`src/rtl/nec_ir_pkg.sv`:
```
// NEC IR transmitter shared definitions: FSM states, NEC timing in units, frame size.
// Latency: n/a (types and constants only).
// Backpressure: n/a.
// IR_REPEAT_EN adds the repeat-code states (REP_MARK, REP_SPACE, REP_STOP).
package nec_ir_pkg;

  typedef enum logic [3:0] {
    IDLE,
    LEADER_MARK,
    LEADER_SPACE,
    BIT_MARK,
    BIT_SPACE,
    STOP_MARK,
    GAP
`ifdef IR_REPEAT_EN
    ,
    REP_MARK,
    REP_SPACE,
    REP_STOP
`endif
  } state_t;

  // NEC durations, in 562.5 us units
  localparam int LEADER_MARK_U  = 16;
  localparam int LEADER_SPACE_U = 8;
  localparam int BIT_MARK_U     = 1;
  localparam int ZERO_SPACE_U   = 1;
  localparam int ONE_SPACE_U    = 3;
  localparam int STOP_U         = 1;
  localparam int REP_SPACE_U    = 4;

  localparam int NEC_BITS = 32;

  // States during which the LED carries the modulated carrier.
  function automatic logic is_mark(input state_t s);
    case (s)
      LEADER_MARK, BIT_MARK, STOP_MARK: return 1'b1;
`ifdef IR_REPEAT_EN
      REP_MARK, REP_STOP: return 1'b1;
`endif
      default: return 1'b0;
    endcase
  endfunction

endpackage

```
`src/rtl/ir_carrier_gen.sv`:
```
// Gated carrier generator: 50% duty square wave at clk/CARRIER_DIV, forced low when disabled.
// Latency: 1 cycle, registered output; phase 0 (high) appears the cycle after restart.
// Backpressure: none, free-running while enabled.
// Ports: clk, rst_n (async active-low), enable (carrier allowed next cycle),
//        restart (start a new mark at phase 0), carrier (registered LED drive).
module ir_carrier_gen #(
  parameter int CARRIER_DIV = 1316
) (
  input  logic clk,
  input  logic rst_n,
  input  logic enable,
  input  logic restart,
  output logic carrier
);

  localparam int CW = (CARRIER_DIV > 2) ? $clog2(CARRIER_DIV) : 1;
  localparam logic [CW-1:0] CAR_HALF = CW'(CARRIER_DIV / 2);
  localparam logic [CW-1:0] CAR_LAST = CW'(CARRIER_DIV - 1);

  logic [CW-1:0] car_cnt;
  logic [CW-1:0] phase;

  // restart overrides the running count so every mark begins with a high half-period
  assign phase = restart ? '0 : car_cnt;

  always_ff @(posedge clk or negedge rst_n) begin
    if (!rst_n) begin
      car_cnt <= '0;
      carrier <= 1'b0;
    end else begin
      carrier <= enable && (phase < CAR_HALF);
      if (!enable || phase == CAR_LAST) begin
        car_cnt <= '0;
      end else begin
        car_cnt <= phase + CW'(1);
      end
    end
  end

endmodule

```
`src/rtl/nec_ir_transmitter.sv`:
```
// NEC IR transmitter: takes an addr/cmd pair, sends leader + 32 bits LSB first + stop on a 38 kHz carrier.
// Latency: ir_led rises the cycle after the transfer edge; one frame per FRAME_UNITS units.
// Backpressure: tx_ready high only in IDLE; requests seen while busy are dropped, not queued.
// Ports: clk, rst_n (async active-low), tx_valid/tx_ready handshake, tx_addr, tx_cmd,
//        tx_hold (repeat request), busy (= ~tx_ready), ir_led (registered, modulated).
// IR_REPEAT_EN: when defined, a held key (tx_hold) emits NEC repeat codes every frame period.
module nec_ir_transmitter #(
  parameter int UNIT_CYCLES = 28125,
  parameter int CARRIER_DIV = 1316,
  parameter int FRAME_UNITS = 192
) (
  input  logic       clk,
  input  logic       rst_n,
  input  logic       tx_valid,
  output logic       tx_ready,
  input  logic [7:0] tx_addr,
  input  logic [7:0] tx_cmd,
  input  logic       tx_hold,
  output logic       busy,
  output logic       ir_led
);

  import nec_ir_pkg::*;

  localparam int UW = (UNIT_CYCLES > 2) ? $clog2(UNIT_CYCLES) : 1;
  localparam logic [UW-1:0] UNIT_LAST = UW'(UNIT_CYCLES - 1);
  localparam logic [7:0] FRAME_LAST = 8'(FRAME_UNITS - 1);
  localparam logic [7:0] FRAME_MAX  = 8'(FRAME_UNITS);

  state_t state, state_n;

  logic [UW-1:0]       unit_cnt;
  logic [4:0]          dur_cnt;      // whole units spent in the current state
  logic [4:0]          dur_u;        // length of the current state in units
  logic [4:0]          bit_idx;
  logic [7:0]          frame_units;  // units since leader (or repeat mark) start
  logic [NEC_BITS-1:0] payload;      // bit 0 is always the bit being sent
  logic                unit_tick;
  logic                last_unit;
  logic                xfer;
  logic                frame_rst;
  logic                mark_n;

  assign tx_ready  = (state == IDLE);
  assign busy      = ~tx_ready;
  assign xfer      = tx_valid && tx_ready;
  assign unit_tick = (state != IDLE) && (unit_cnt == UNIT_LAST);
  assign last_unit = unit_tick && (dur_cnt == dur_u - 5'd1);
  // the frame period is re-based both for a new frame and for each repeat code
  assign frame_rst = xfer || (state == GAP && is_mark(state_n));

  always_comb begin
    dur_u = 5'(BIT_MARK_U);
    case (state)
      LEADER_MARK:  dur_u = 5'(LEADER_MARK_U);
      LEADER_SPACE: dur_u = 5'(LEADER_SPACE_U);
      BIT_MARK:     dur_u = 5'(BIT_MARK_U);
      BIT_SPACE:    dur_u = payload[0] ? 5'(ONE_SPACE_U) : 5'(ZERO_SPACE_U);
      STOP_MARK:    dur_u = 5'(STOP_U);
`ifdef IR_REPEAT_EN
      REP_MARK:     dur_u = 5'(LEADER_MARK_U);
      REP_SPACE:    dur_u = 5'(REP_SPACE_U);
      REP_STOP:     dur_u = 5'(STOP_U);
`endif
      default:      dur_u = 5'(BIT_MARK_U);
    endcase
  end

  always_comb begin
    state_n = state;
    case (state)
      IDLE:         if (tx_valid) state_n = LEADER_MARK;
      LEADER_MARK:  if (last_unit) state_n = LEADER_SPACE;
      LEADER_SPACE: if (last_unit) state_n = BIT_MARK;
      BIT_MARK:     if (last_unit) state_n = BIT_SPACE;
      BIT_SPACE: begin
        if (last_unit) begin
          state_n = (bit_idx == 5'(NEC_BITS - 1)) ? STOP_MARK : BIT_MARK;
        end
      end
      STOP_MARK:    if (last_unit) state_n = GAP;
      GAP: begin
        if (unit_tick && frame_units == FRAME_LAST) begin
`ifdef IR_REPEAT_EN
          state_n = tx_hold ? REP_MARK : IDLE;
`else
          state_n = IDLE;
`endif
        end
      end
`ifdef IR_REPEAT_EN
      REP_MARK:     if (last_unit) state_n = REP_SPACE;
      REP_SPACE:    if (last_unit) state_n = REP_STOP;
      REP_STOP:     if (last_unit) state_n = GAP;
`endif
      default:      state_n = IDLE;
    endcase
  end

`ifndef IR_REPEAT_EN
  logic unused_hold;
  assign unused_hold = tx_hold;
`endif

  always_ff @(posedge clk or negedge rst_n) begin
    if (!rst_n) begin
      state <= IDLE;
    end else begin
      state <= state_n;
    end
  end

  always_ff @(posedge clk or negedge rst_n) begin
    if (!rst_n) begin
      unit_cnt    <= '0;
      dur_cnt     <= '0;
      bit_idx     <= '0;
      frame_units <= '0;
      payload     <= '0;
    end else begin
      if (state == IDLE || state_n == IDLE || unit_tick) begin
        unit_cnt <= '0;
      end else begin
        unit_cnt <= unit_cnt + UW'(1);
      end

      if (state_n != state) begin
        dur_cnt <= '0;
      end else if (unit_tick) begin
        dur_cnt <= dur_cnt + 5'd1;
      end

      if (xfer) begin
        payload <= {~tx_cmd, tx_cmd, ~tx_addr, tx_addr};
        bit_idx <= '0;
      end else if (state == BIT_SPACE && last_unit) begin
        payload <= payload >> 1;
        bit_idx <= bit_idx + 5'd1;
      end

      if (frame_rst) begin
        frame_units <= '0;
      end else if (unit_tick && frame_units != FRAME_MAX) begin
        frame_units <= frame_units + 8'd1;
      end
    end
  end

  // carrier decisions use the next state so the LED lights on the first cycle of a mark
  assign mark_n = is_mark(state_n);

  ir_carrier_gen #(
    .CARRIER_DIV(CARRIER_DIV)
  ) u_carrier (
    .clk    (clk),
    .rst_n  (rst_n),
    .enable (mark_n),
    .restart(mark_n && (state_n != state)),
    .carrier(ir_led)
  );

endmodule
```
`config.mk`:
```
export PLATFORM = sky130hd
export DESIGN_NAME = nec_ir_transmitter
export DESIGN_NICKNAME = d
export VERILOG_FILES = /design/src/rtl/nec_ir_pkg.sv /design/src/rtl/ir_carrier_gen.sv /design/src/rtl/nec_ir_transmitter.sv
export SDC_FILE = /design/constraint.sdc
export NUM_CORES = 1
export LEC_CHECK = 0
export ABC_AREA = 1
export BUFFER_PORTS_ARGS = -buffer_cell sky130_fd_sc_hd__clkbuf_2
export CAP_MARGIN = 40
export CORE_MARGIN = 4
export CORE_UTILIZATION = 63
export CTS_BUF_LIST = sky130_fd_sc_hd__clkbuf_8
export CTS_CLUSTER_DIAMETER = 30
export DETAILED_ROUTE_END_ITERATION = 12
export PLACE_DENSITY_LB_ADDON = 0.2
export SLEW_MARGIN = 10
export SYNTH_ARGS = -nofsm -noshare
export SYNTH_HDL_FRONTEND = slang
export SYNTH_SLANG_ARGS = --single-unit
```
`constraint.sdc`:
```
create_clock -name clk -period 4.7 [get_ports clk]
set_input_delay 0 -clock clk [delete_from_list [all_inputs] [get_ports clk]]
set_output_delay 0 -clock clk [all_outputs]
set_load 0.005 [all_outputs]
```
==> impl_metrics.tcl, run 1 <==
set metrics [dict create \
    status "completed" \
    p_leak_nw 2.32 \
    hpwl_um 6200 \
    cap_violations 0 \
    critPathKind "register to register" \
    worstMarginPinSlew_ns 0.538 \
    synth_top_family_by_area "simple AND/OR/NAND/NOR gates" \
    syn_inst 569 \
    finalWirelength_um 9110 \
    yosys.area_share.simple_pct 29.7 \
    wl_per_cell_um 13.1 \
    postSynthAreaPerCell_um2 7.61 \
    antenna_found_initial 0 \
    min_path_type "input pin to asynchronous set/reset pin" \
    cp-end-kind "register" \
    cts_root_buf "clkbuf_8" \
    grt_pass1_vias 3716 \
    layout_common_cells "nand2_1, nor2_1, dfrtp_1, inv_1, o21ai_0" \
    grt_pass1_wl_um 16000 \
    die_height_um 90.9 \
    ys_seq_area_share_pct 46.8 \
    fin_hold_ws_ns 0.158 \
    final.period_utilization_pct 89.7 \
    synthFlopType "dfrtp_1" \
    start_util_pct 66.7 \
    grt_overflow 0 \
    critPathMaxStageDelay_ns 0.43 \
    num_antenna_cells 0 \
    final_common_cell "nand2_1" \
    dpl.cell_count 659 \
    synthDistinctLibCells 37 \
    fp-row-count 29 \
    core_area_um2 6490 \
    tritoncts "done" \
    maxSlewViolCount 0 \
    yosysTopAreaCell "dfrtp_1" \
    grtUsageTotal_pct 23.4 \
    netlist.area_leader.share_pct 46.8 \
    remaining_drc_errors 0 \
    htreeDepth 3 \
    clockBufferDepth 2 \
    start_kind "register" \
    yosys_warnings 0 \
    place_congestion 0.868 \
    path_max_fanout 15 \
    clock_skew_ns 0.00830 \
    synth-seq-cells 81 \
    fin_tns_setup_ns 0 \
    path_common_cell "nand2_1" \
    final_antenna_net_count 0 \
    slowest_stage "dfrtp_1" \
    synth_edf_count 0 \
    min_period_ns 4.21 \
    placed_area_um2 4530 \
    clock-sinks 81 \
    clkSlewWorstSetupHoldPaths_ns 0.09 \
    syn_area_um2 4330 \
    stdcell_area_um2 4950 \
    clock_latency_ns 0.36 \
    synthMuxAreaShare_pct 0 \
    vias 3797 \
    slew_headroom_pct 64.1 \
    drive_gt1_share_pct 11.3 \
    cp_data_required_time_ns 4.95 \
    nNetsFinal 642 \
    numCtsBuffers 9 \
    detail_route.vias_per_cell 5.47 \
    die_w_um 90.9 \
    hold_violations 0 \
    fin_util_pct 76.3 \
    critPathArrivalTime_ns 4.46 \
    finalNonFillerCells 694 \
    syn_to_final_growth_pct 14.3 \
    setup-violations-final 0 \
    async_flop_share_pct 100 \
    port-buffer-count 21 \
    drtIter0Drc 148 \
    synth.area.top_cells "dfrtp_1, nand2_1, nor2_1" \
    fmaxAchievable_ghz 0.237 \
    grt_max_degree 42 \
    synth_compound_area_share_pct 9.85 \
    dieArea_um2 8270 \
    synthXorXnorAreaFrac_pct 3.03 \
    first_pass_iters 5 \
    worst_ir_drop_vdd_v 0.000253 \
    synthAdderAreaFrac_pct 2.89 \
    synth_nets 599 \
    io_pins 23 \
    power_density_nw_per_um2 313 \
]
[stage by stage]
stage	power (mW)	setup slack, ns
6_report	1.55	0.486
5_1_grt	1.63	-0.0208
4_1_cts	1.56	0.401
3_5_place_dp	1.00	0.503
3_3_place_gp	0.991	0.628
2_1_floorplan	0.940	1.01
[critical path: cells and delay by family (launching register included)]
family / cells / cell delay, ns
simple gates: 24 / 2.58
flops: 1 / 0.43
fa+ha+maj: 3 / 0.75
buf+inv: 4 / 0.35
[repair_timing]
item,CTS,global route
endpoints found under the setup margin,0,11
resized for setup,0,4
hold buffers,17,0
setup buffers,0,2
hold endpoints to repair,71,0
[Yosys cell counts, drive strengths merged, types with 7 or more instances]
master,count
xor2,13
nand2,143
clkbuf,9
nor2,100
nand3,26
ha,10
o21ai,41
a21oi,11
inv,72
a31oi,16
dfrtp,81
nand4,7
nor3,14
[report_power, final]
part / total [mW] / switching (mW) / internal (mW)
clock network: 0.542 / 0.275 / 0.267
registers: 0.806 / 0.0384 / 0.768
logic: 0.202 / 0.120 / 0.0813
total: 1.55 / 0.434 / 1.12
[flip-flops by register name (all words and copies together), names as in the netlist]
| register | count |
|---|---|
| u_carrier.carrier | 1 |
| unit_cnt | 15 |
| payload | 32 |
| dur_cnt | 5 |
| bit_idx | 5 |
| u_carrier.car_cnt | 11 |
| state | 4 |
| frame_units | 8 |
[area by class of cell]
cell class,count,area (um^2)
Timing Repair Buffer,46,350
Sequential cell,81,2030
Fill cell,450,1540
Tap cell,77,96.3
Multi-Input combinational cell,402,2000
Clock buffer,10,138
Clock inverter,6,75.1
Inverter,72,270
[final timing paths]
check	from	endpoint	slack, ns	cells past startpoint
worst max-delay path	state[3]$_DFF_PN0_	u_carrier.car_cnt[7]$_DFF_PN0_	0.49	31
worst min-delay path	rst_n	unit_cnt[4]$_DFF_PN0_	0.16	2
worst max register to register	state[3]$_DFF_PN0_	u_carrier.car_cnt[7]$_DFF_PN0_	0.49	31
worst min register to register	unit_cnt[0]$_DFF_PN0_	unit_cnt[0]$_DFF_PN0_	0.46	1
max in group asynchronous	rst_n	payload[31]$_DFFE_PN0P_	3.94	3
min in group clk	tx_valid	payload[18]$_DFFE_PN0P_	0.16	5
[per-layer routing]
layer / track usage [%] / up-vias / routed length, um
met4: 10.6 / 0 / 208
li1: - / 1902 / -
met5: 0 / - / 0
met2: 41.0 / 97 / 4670
met1: 28.7 / 1778 / 3900
met3: 3.31 / 20 / 333
[kinds of logic (layout without fill, tap and decap cells)]
group | count (synthesis) | after routing
compound gates | 75 | 75
xor+xnor | 15 | 15
fa+ha+maj | 10 | 10
buf+inv | 86 | 134
flops | 81 | 81
other cells | 1 | 1
simple gates | 301 | 301
Power figures use the tool's default switching activity.
==> run 2, diff against run 1 <==
Settings changed: CTS_CLUSTER_DIAMETER 30 to 200, MAX_ROUTING_LAYER set to met4.
==> run 2 against run 1 <==
Cell count stayed put. Clock skew hardly changed. Register-to-register slack better by 0.02 ns. Critical path depth stayed put. Worst hold slack worse by 0.0027 ns.
==> impl_metrics.tcl, run 2 (synthesized netlist as in run 1, its figures left out) <==
set metrics [dict create \
    antenna_found_initial 0 \
    num_antenna_cells 0 \
    swShare_pct 28.0 \
    die_w_um 90.9 \
    critPathKind "register to register" \
    cp_data_required_time_ns 4.95 \
    worst_ir_drop_vdd_v 0.000254 \
    slew_headroom_pct 64.0 \
    worstMarginPinSlew_ns 0.540 \
    switching_power_mw 0.434 \
    clockBufferDepth 2 \
    path_max_fanout 15 \
    wl_met1_um 3900 \
    fin_hold_ws_ns 0.156 \
    stdcell_area_um2 4950 \
    grt_overflow 0 \
    grt_max_degree 42 \
    largestRegisters "payload x32, unit_cnt x15, u_carrier.car_cnt x11" \
    layout_common_cells "nand2_1, nor2_1, dfrtp_1, inv_1, o21ai_0" \
    regMostFlops "payload" \
    htreeDepth 3 \
    place_congestion 0.882 \
    drtIter0Drc 159 \
    largest_reg_flops 32 \
    finalWirelength_um 9160 \
    critPathMaxStageDelay_ns 0.42 \
    setup-violations-final 0 \
    hpwl_um 6200 \
    start_kind "register" \
    grtUsageTotal_pct 24.2 \
    final_common_cell "nand2_1" \
    die_height_um 90.9 \
    p_clk_share_pct 35.0 \
    start_util_pct 66.7 \
    dieArea_um2 8270 \
    wl_per_cell_um 13.2 \
    io_pins 23 \
    final_antenna_net_count 0 \
    path_common_cell "nand2_1" \
    clock_skew_ns 0.00858 \
    dr_wl_met3_um 340 \
    first_pass_iters 5 \
    tritoncts "done" \
    syn_to_final_growth_pct 14.3 \
    maxSlewViolCount 0 \
    hold_violations 0 \
    placed_area_um2 4530 \
    p_leak_nw 2.32 \
    combinationalPowerShare_pct 13.0 \
    core_area_um2 6490 \
    clkSlewWorstSetupHoldPaths_ns 0.09 \
    drive_gt1_share_pct 11.3 \
    status "completed" \
    cp-end-kind "register" \
    met2_length_um 4710 \
    port-buffer-count 21 \
    vias 3795 \
    clock_latency_ns 0.36 \
    pwr-share-seq_pct 52.0 \
    remaining_drc_errors 0 \
    grt_pass1_wl_um 16100 \
    numCtsBuffers 9 \
    intPower_mw 1.12 \
    nNetsFinal 642 \
    fmaxAchievable_ghz 0.239 \
    min_period_ns 4.19 \
    grt_pass1_vias 3724 \
    min_path_type "input pin to asynchronous set/reset pin" \
    slowest_stage "dfrtp_1" \
    clock-sinks 81 \
    num-fill-cells 450 \
    critPathArrivalTime_ns 4.44 \
    topRoutingLayerUsed "met4" \
    cts_root_buf "clkbuf_8" \
    final.period_utilization_pct 89.2 \
    cap_violations 0 \
    power_density_nw_per_um2 313 \
    fp-row-count 29 \
    detail_route.vias_per_cell 5.47 \
]
[run 2: cell counts in the layout (fill, tap and decap cells not counted)]
Identical to the previous run, type by type.
[run 2: per-layer routing]
metal / up-vias / global-route usage (%)
li1: 1900 / -
met1: 1788 / 29.0
met2: 89 / 40.8
met3: 18 / 3.31
met4: 0 / 10.7
met5: - / -
[run 2: stage by stage]
step	std cells	worst slack, ns	TNS, ns	utilization [%]	power (mW)
2_1_floorplan	569	1.01	0	-	0.940
3_3_place_gp	658	0.628	0	69.5	0.991
3_5_place_dp	659	0.503	0	69.8	1.00
4_1_cts	692	0.401	0	75.7	1.56
5_1_grt	694	-0.0283	-0.137	76.3	1.63
6_report	694	0.507	0	76.3	1.55
[run 2: final cells by class]
type	count	area, um^2	area share, %
flip-flops and latches	81	2030	40.9
inverters	72	270	5.46
repair buffers	46	350	7.07
multi-input cells	402	2000	40.3
well taps	77	96.3	1.94
clock buffers	10	138	2.78
clock inverters	6	75.1	1.52
[run 2: path summary, 6_finish.rpt]
path	startpoint	endpoint	slack (ns)	cells after the start
min in group clk	tx_valid	bit_idx[2]$_DFFE_PN0P_	0.17	5
hold / removal	rst_n	unit_cnt[4]$_DFF_PN0_	0.16	2
setup / recovery	state[3]$_DFF_PN0_	u_carrier.car_cnt[7]$_DFF_PN0_	0.51	31
hold reg to reg	unit_cnt[0]$_DFF_PN0_	unit_cnt[0]$_DFF_PN0_	0.46	1
max in group asynchronous	rst_n	payload[31]$_DFFE_PN0P_	3.94	3
setup reg to reg	state[3]$_DFF_PN0_	u_carrier.car_cnt[7]$_DFF_PN0_	0.51	31
[run 2: power by group through the flow]
| stage | combinational (mW) | sequential, mW | clock (mW) |
|---|---|---|---|
| floorplan | 0.133 | 0.807 | 0 |
| global placement | 0.177 | 0.814 | 0 |
| detailed placement | 0.187 | 0.817 | 0 |
| CTS | 0.201 | 0.805 | 0.553 |
| global route | 0.233 | 0.815 | 0.582 |
| finish | 0.202 | 0.806 | 0.542 |
[run 2: timing repair]
action,4_1_cts,5_1_grt
endpoints found under the hold margin,71,0
setup endpoints to repair,0,11
resized for setup,0,4
hold buffers,17,0
setup buffers,0,2
[run 2: worst max-delay path: cells and delay by family, from the launching register on]
family | cells | cell delay [ns]
AND/OR/NAND/NOR | 24 | 2.55
adder cells (fa/ha/maj) | 3 | 0.76
flip-flops | 1 | 0.42
buffers and inverters | 4 | 0.34
